--- src/rtl/fpu_pkg.sv ---
// Shared constants and helpers for the FP datapath.
// Mode encodings for the two's-complement unit and a stage-count helper.
package fpu_pkg;

    localparam logic [1:0] MODE_PASS = 2'd0;
    localparam logic [1:0] MODE_NEG  = 2'd1;
    localparam logic [1:0] MODE_ABS  = 2'd2;
    localparam logic [1:0] MODE_CNEG = 2'd3;

    function automatic int ceil_div(input int a, input int b);
        return (a + b - 1) / b;
    endfunction

endpackage

--- src/rtl/cla_chunk.sv ---
// One carry-lookahead adder slice: sum = x + y + ci, co = carry out.
// Each carry is a flat generate/propagate product, not a ripple.
module cla_chunk #(
    parameter int W = 4
) (
    input  logic [W-1:0] x,
    input  logic [W-1:0] y,
    input  logic         ci,
    output logic [W-1:0] sum,
    output logic         co
);

    logic [W-1:0] g;
    logic [W-1:0] p;
    logic [W:0]   c;
    logic         acc;
    logic         pp;

    always_comb begin
        g    = x & y;
        p    = x ^ y;
        c    = '0;
        acc  = 1'b0;
        pp   = 1'b0;
        c[0] = ci;
        for (int i = 0; i < W; i++) begin
            acc = g[i];
            pp  = p[i];
            for (int j = i - 1; j >= 0; j--) begin
                acc = acc | (pp & g[j]);
                pp  = pp & p[j];
            end
            c[i+1] = acc | (pp & ci);
        end
    end

    assign sum = p ^ c[W-1:0];
    assign co  = c[W];

endmodule

--- src/rtl/twos_comp_pipe.sv ---
// Pipelined two's-complement negate/abs unit with valid/ready flow control.
// The +1 carry ripples across register stages, CPS chunks per stage.
module twos_comp_pipe
    import fpu_pkg::*;
#(
    parameter int WIDTH = 24,
    parameter int CHUNK = 4,
    parameter int CPS   = 2
) (
    input  logic             clk,
    input  logic             rst_n,
    input  logic             flush,
    input  logic             in_valid,
    output logic             in_ready,
    input  logic [1:0]       in_mode,
    input  logic             in_sign,
    input  logic [WIDTH-1:0] in_x,
    output logic             out_valid,
    input  logic             out_ready,
    output logic [WIDTH-1:0] out_y,
    output logic             out_ovf,
    output logic             out_neg
);

    localparam int NCH = WIDTH / CHUNK;
    localparam int LAT = ceil_div(NCH, CPS);
    localparam logic [WIDTH-1:0] MOST_NEG = {1'b1, {(WIDTH-1){1'b0}}};

    if (WIDTH % CHUNK != 0) begin : g_bad_width
        $error("twos_comp_pipe: WIDTH must be a multiple of CHUNK");
    end

    logic [LAT-1:0]            v_q;
    logic [LAT-1:0]            carry_q;
    logic [LAT-1:0]            ovf_q;
    logic [LAT-1:0]            neg_q;
    logic [LAT-1:0][WIDTH-1:0] data_q;

    logic [LAT-1:0]            adv;
    logic [LAT-1:0]            cin;
    logic [LAT-1:0]            cout;
    logic [LAT-1:0]            v_in;
    logic [LAT-1:0]            ovf_in;
    logic [LAT-1:0]            neg_in;
    logic [LAT-1:0][WIDTH-1:0] st_in;
    logic [LAT-1:0][WIDTH-1:0] st_out;
    logic [NCH-1:0]            ci;
    logic [NCH-1:0]            co;

    logic do_neg;
    logic unused_final_carry;

    assign do_neg = (in_mode == MODE_NEG)
                  | ((in_mode == MODE_ABS) & in_x[WIDTH-1])
                  | ((in_mode == MODE_CNEG) & in_sign);

    // Carry out of the top chunk is the discarded wrap of the +1.
    assign unused_final_carry = carry_q[LAT-1];

    for (genvar t = 0; t < LAT; t++) begin : g_stage
        localparam int LO = t * CPS;
        localparam int HI = (((t + 1) * CPS < NCH) ? (t + 1) * CPS : NCH) - 1;

        if (t == 0) begin : g_head
            assign st_in[t] = do_neg ? ~in_x : in_x;
            assign cin[t]   = do_neg;
        end else begin : g_body
            assign st_in[t] = data_q[t-1];
            assign cin[t]   = carry_q[t-1];
        end

        assign cout[t] = co[HI];

        for (genvar j = 0; j < NCH; j++) begin : g_chunk
            if (j >= LO && j <= HI) begin : g_add
                if (j == LO) begin : g_first
                    assign ci[j] = cin[t];
                end else begin : g_chain
                    assign ci[j] = co[j-1];
                end

                cla_chunk #(
                    .W (CHUNK)
                ) u_cla (
                    .x   (st_in[t][j*CHUNK +: CHUNK]),
                    .y   ({CHUNK{1'b0}}),
                    .ci  (ci[j]),
                    .sum (st_out[t][j*CHUNK +: CHUNK]),
                    .co  (co[j])
                );
            end else begin : g_pass
                assign st_out[t][j*CHUNK +: CHUNK] = st_in[t][j*CHUNK +: CHUNK];
            end
        end
    end

    always_comb begin
        v_in      = '0;
        ovf_in    = '0;
        neg_in    = '0;
        v_in[0]   = in_valid;
        ovf_in[0] = do_neg & (in_x == MOST_NEG);
        neg_in[0] = do_neg;
        for (int t = 1; t < LAT; t++) begin
            v_in[t]   = v_q[t-1];
            ovf_in[t] = ovf_q[t-1];
            neg_in[t] = neg_q[t-1];
        end
    end

    // A stage moves when any slot from it to the output is free.
    always_comb begin
        adv = '0;
        for (int t = 0; t < LAT; t++) begin
            adv[t] = out_ready;
            for (int u = t; u < LAT; u++) begin
                adv[t] = adv[t] | ~v_q[u];
            end
        end
    end

    always_ff @(posedge clk or negedge rst_n) begin
        if (!rst_n) begin
            v_q     <= '0;
            carry_q <= '0;
            ovf_q   <= '0;
            neg_q   <= '0;
            data_q  <= '0;
        end else begin
            for (int t = 0; t < LAT; t++) begin
                if (adv[t]) begin
                    v_q[t]     <= v_in[t];
                    carry_q[t] <= cout[t];
                    ovf_q[t]   <= ovf_in[t];
                    neg_q[t]   <= neg_in[t];
                    data_q[t]  <= st_out[t];
                end
            end
            if (flush) begin
                v_q <= '0;
            end
        end
    end

    assign in_ready  = adv[0];
    assign out_valid = v_q[LAT-1];
    assign out_y     = data_q[LAT-1];
    assign out_ovf   = ovf_q[LAT-1];
    assign out_neg   = neg_q[LAT-1];

endmodule
--- config.mk ---
export PLATFORM = sky130hd
export DESIGN_NAME = twos_comp_pipe
export DESIGN_NICKNAME = d
export VERILOG_FILES = /design/src/rtl/fpu_pkg.sv /design/src/rtl/cla_chunk.sv /design/src/rtl/twos_comp_pipe.sv
export SDC_FILE = /design/constraint.sdc
export NUM_CORES = 1
export LEC_CHECK = 0
export BUFFER_PORTS_ARGS = -buffer_cell sky130_fd_sc_hd__buf_2
export CAP_MARGIN = 10
export CORE_MARGIN = 2
export CORE_UTILIZATION = 61
export DETAILED_ROUTE_END_ITERATION = 10
export GPL_TIMING_DRIVEN = 0
export HOLD_SLACK_MARGIN = 0.05
export PLACE_DENSITY = 0.85
export SKIP_CTS_REPAIR_TIMING = 1
export SLEW_MARGIN = 20
export SYNTH_ARGS = -nofsm -noshare
export SYNTH_HDL_FRONTEND = slang
export SYNTH_SLANG_ARGS = --single-unit
--- constraint.sdc ---
create_clock -name clk -period 2.6 [get_ports clk]
set_clock_uncertainty 0.05 [all_clocks]
set_input_delay 0.65 -clock clk [delete_from_list [all_inputs] [get_ports clk]]
set_output_delay 0.65 -clock clk [all_outputs]
set_load 0.01 [all_outputs]
==> results.sh <==
export IMPL_status="complete, no violations"
export IMPL_synth_fp_nets=382
export IMPL_endpoint_kind="register"
export IMPL_pwr_density_cell_mw_per_mm2=681
export IMPL_synth_area_sq_mm=0.00394
export IMPL_path_delay_family="simple AND/OR/NAND/NOR gates"
export IMPL_crit_start="in_mode[0]"
export IMPL_place_worst_setup_slack_ns=-0.344
export IMPL_path_max_fanout=4
export IMPL_ant_nets=0
export IMPL_placementRows=29
export IMPL_die_h_um=84.3
export IMPL_gr_total_overflow=0
export IMPL_r2r_start="v_q[2]"
export IMPL_irDropWorstVdd_mv=0.449
export IMPL_vias=2711
export IMPL_yosysTopAreaCell="dfrtp_1"
export IMPL_synth_distinct_cells=37
export IMPL_maxSlewHeadroom_pct=62.9
export IMPL_max_freq_mhz=389
export IMPL_critPathLaunchType="input pin"
export IMPL_drcViolationCount=0
export IMPL_use_met2_pct=36.5
export IMPL_period_needed_ns=2.57
export IMPL_synth_seq_area_share_pct=52.7
export IMPL_ios=60
export IMPL_met1_usage_pct=28.6
export IMPL_final_hold_violation_count=0
export IMPL_crit_buf_inv=3
export IMPL_hold_class="in2async"
export IMPL_dr_pass1_iters=4
export IMPL_grt_pass1_wl_um=12200
export IMPL_final_core_util_pct=74.6
export IMPL_antenna_found_initial=0
export IMPL_cts_buffers=9
export IMPL_start_util_pct=62.4
export IMPL_drive_above_1_share_pct=40.0
export IMPL_cpPeakStageDelay_ns=0.40
export IMPL_synth_area_leaders="dfrtp_1 (53%), mux2_2 (11%), xnor2_1 (7.1%)"
export IMPL_top_usage_layer="met2"
export IMPL_clk_pin_slew_worst_paths_ns=0.08
export IMPL_wl_per_cell_um=15.4
export IMPL_ys_ff_latch=83
export IMPL_grt_max_degree=45
export IMPL_synth_warnings=0
export IMPL_crit_top_cell="buf_6"
export IMPL_path_cells="buf_6 -> and3b_1 -> buf_6 -> nor2_8 -> buf_12 -> ha_4 -> or3_4 -> nor4_4 -> ha_2 -> xor2_1 -> xnor2_1 -> o21ai_1"
export IMPL_path_class="in2reg"
export IMPL_finish_net_count=461
export IMPL_cts_root_buf="clkbuf_8"
export IMPL_slew_viol_final=0
export IMPL_worstSkewPairLatency_ns=0.36
export IMPL_yosysTopAreaCellShare_pct=52.7
export IMPL_die_w_um=84.3
export IMPL_routed_via_density=5.37
export IMPL_met3_usage_pct=4.62
export IMPL_synth_edf_count=0
export IMPL_grt_pass1_vias=2663
export IMPL_postSynthCellCount=344
export IMPL_htree_num_levels=3
export IMPL_worst_pin_slew_ns=0.556
export IMPL_core_area_sq_mm=0.00631
export IMPL_synth_flop_cell="dfrtp_1"
export IMPL_setup_slack_ns=0.0266
export IMPL_worstPathRequired_ns=2.80
export IMPL_dieArea_sq_mm=0.00711
export IMPL_arrival_ns=2.77
export IMPL_synthArstFlopShare_pct=100
export IMPL_dp_hpwl_um=5330
export IMPL_post_synth_cell_area_avg_sq_um=11.4
export IMPL_cp_slowest_cell="or3_4"
export IMPL_clockBufferDepth=2
export IMPL_port_buffers=59
export IMPL_cts_sinks=83
export IMPL_n_antenna_cell=0
export IMPL_post_route_period_util_pct=99.0
export IMPL_finalSetupViolations=0
export IMPL_tritoncts="yes"
export IMPL_drv_cap=0
export IMPL_routabilityCongestion=0.844
export IMPL_leakagePower_nw=2.12
export IMPL_track_usage_pct=22.2
export IMPL_drt_total_wl_um=7790
export IMPL_syn2layout_area_growth_pct=19.7
export IMPL_drtIter0Drc=155
-- cell usage after synthesis, types with 2 or more instances --
cell type and instances:
a211oi_1 2, mux2_2 39, buf_2 8, o21ai_1 20, ha_1 6, o31ai_1 2, inv_1 6, buf_4 24
nor3_1 6, nand3_1 5, nand4_1 4, buf_6 4, a21oi_1 8, nor4_1 6, xnor2_1 32, nand2_1 38
dfrtp_1 83, o21ai_0 10, xor2_1 5, nand3b_1 2, nor2_1 18
-- kinds of logic after synthesis --
| family | Yosys count | share of synthesized area (%) |
|---|---|---|
| AO/OA/AOI/OAI | 44 | 6.23 |
| XOR/XNOR | 38 | 8.64 |
| flip-flops | 83 | 52.7 |
| multiplexers | 39 | 11.2 |
| adder cells (fa/ha/maj) | 6 | 1.91 |
| AND/OR/NAND/NOR | 88 | 10.9 |
| buffers and inverters | 46 | 8.42 |
-- path summary, 6_finish.rpt --
path                              endpoint  slack (ns)  cells past startpoint
worst max-delay path             data_q[5]        0.03                     12
worst max register to register  data_q[36]        0.92                      5
max in group asynchronous        data_q[6]        1.67                      2
worst min-delay path             out_y[23]        0.23                      1
min in group clk                  neg_q[0]        0.41                      2
worst min register to register    neg_q[0]        0.41                      2
-- sequential cells by signal, summed over array words and instances, names as in the netlist --
register	flops
ovf_q	3
v_q	3
data_q	48
carry_q	2
neg_q	3
out_y	24
-- layout by cell type (no fill, tap or decap), types with 3 or more instances in the layout --
master	instances
xor2_1	5
buf_2	63
dfrtp_1	83
mux2_2	39
nor4_1	5
nand2_1	38
nor3_1	6
nand4_1	4
o21ai_1	20
bufinv_16	3
xnor2_1	32
a21oi_1	8
nand3_1	5
buf_6	7
clkbuf_8	10
buf_4	33
inv_1	6
buf_12	3
o21ai_0	10
nor2_1	18
ha_1	4
-- per-stage QoR --
| stage | TNS (ns) | hold WS, ns | std cells | instance area, sq um | total power [mW] |
|---|---|---|---|---|---|
| after floorplan | -0.0400 | 0.304 | 344 | 3960 | 1.91 |
| after global routing | -0.0857 | 0.273 | 505 | 4710 | 3.35 |
| final | 0 | 0.233 | 505 | 4710 | 3.21 |
| after global placement | -0.404 | 0.395 | 480 | 4350 | 2.07 |
| after CTS | 0 | 0.241 | 497 | 4610 | 3.21 |
| after detailed placement | -0.509 | 0.400 | 481 | 4370 | 2.10 |
-- final cells by class --
type                            instances  area, sq um
Sequential cell                        83         2080
Fill cell                             441         1600
Multi-Input combinational cell        215         1560
Timing Repair Buffer                   68          397
Buffer                                 40          314
Clock buffer                           11          141
Clock inverter                          5          100
Tap cell                               77         96.3
Inverter                                6         22.5
-- report_power, final --
group	total [mW]	internal [mW]	leakage (nW)	switching, mW
Clock	1.11	0.661	0.123	0.447
Sequential	1.56	1.46	0.985	0.101
Combinational	0.543	0.309	1.01	0.235
-- layer usage --
metal | share of wire [%] | vias to the layer above
li1 | - | 1296
met2 | 50 | 70
met3 | 4.7 | 18
met1 | 42 | 1327
met5 | 0 | -
met4 | 2.8 | 0
Power figures use the tool's default switching activity.
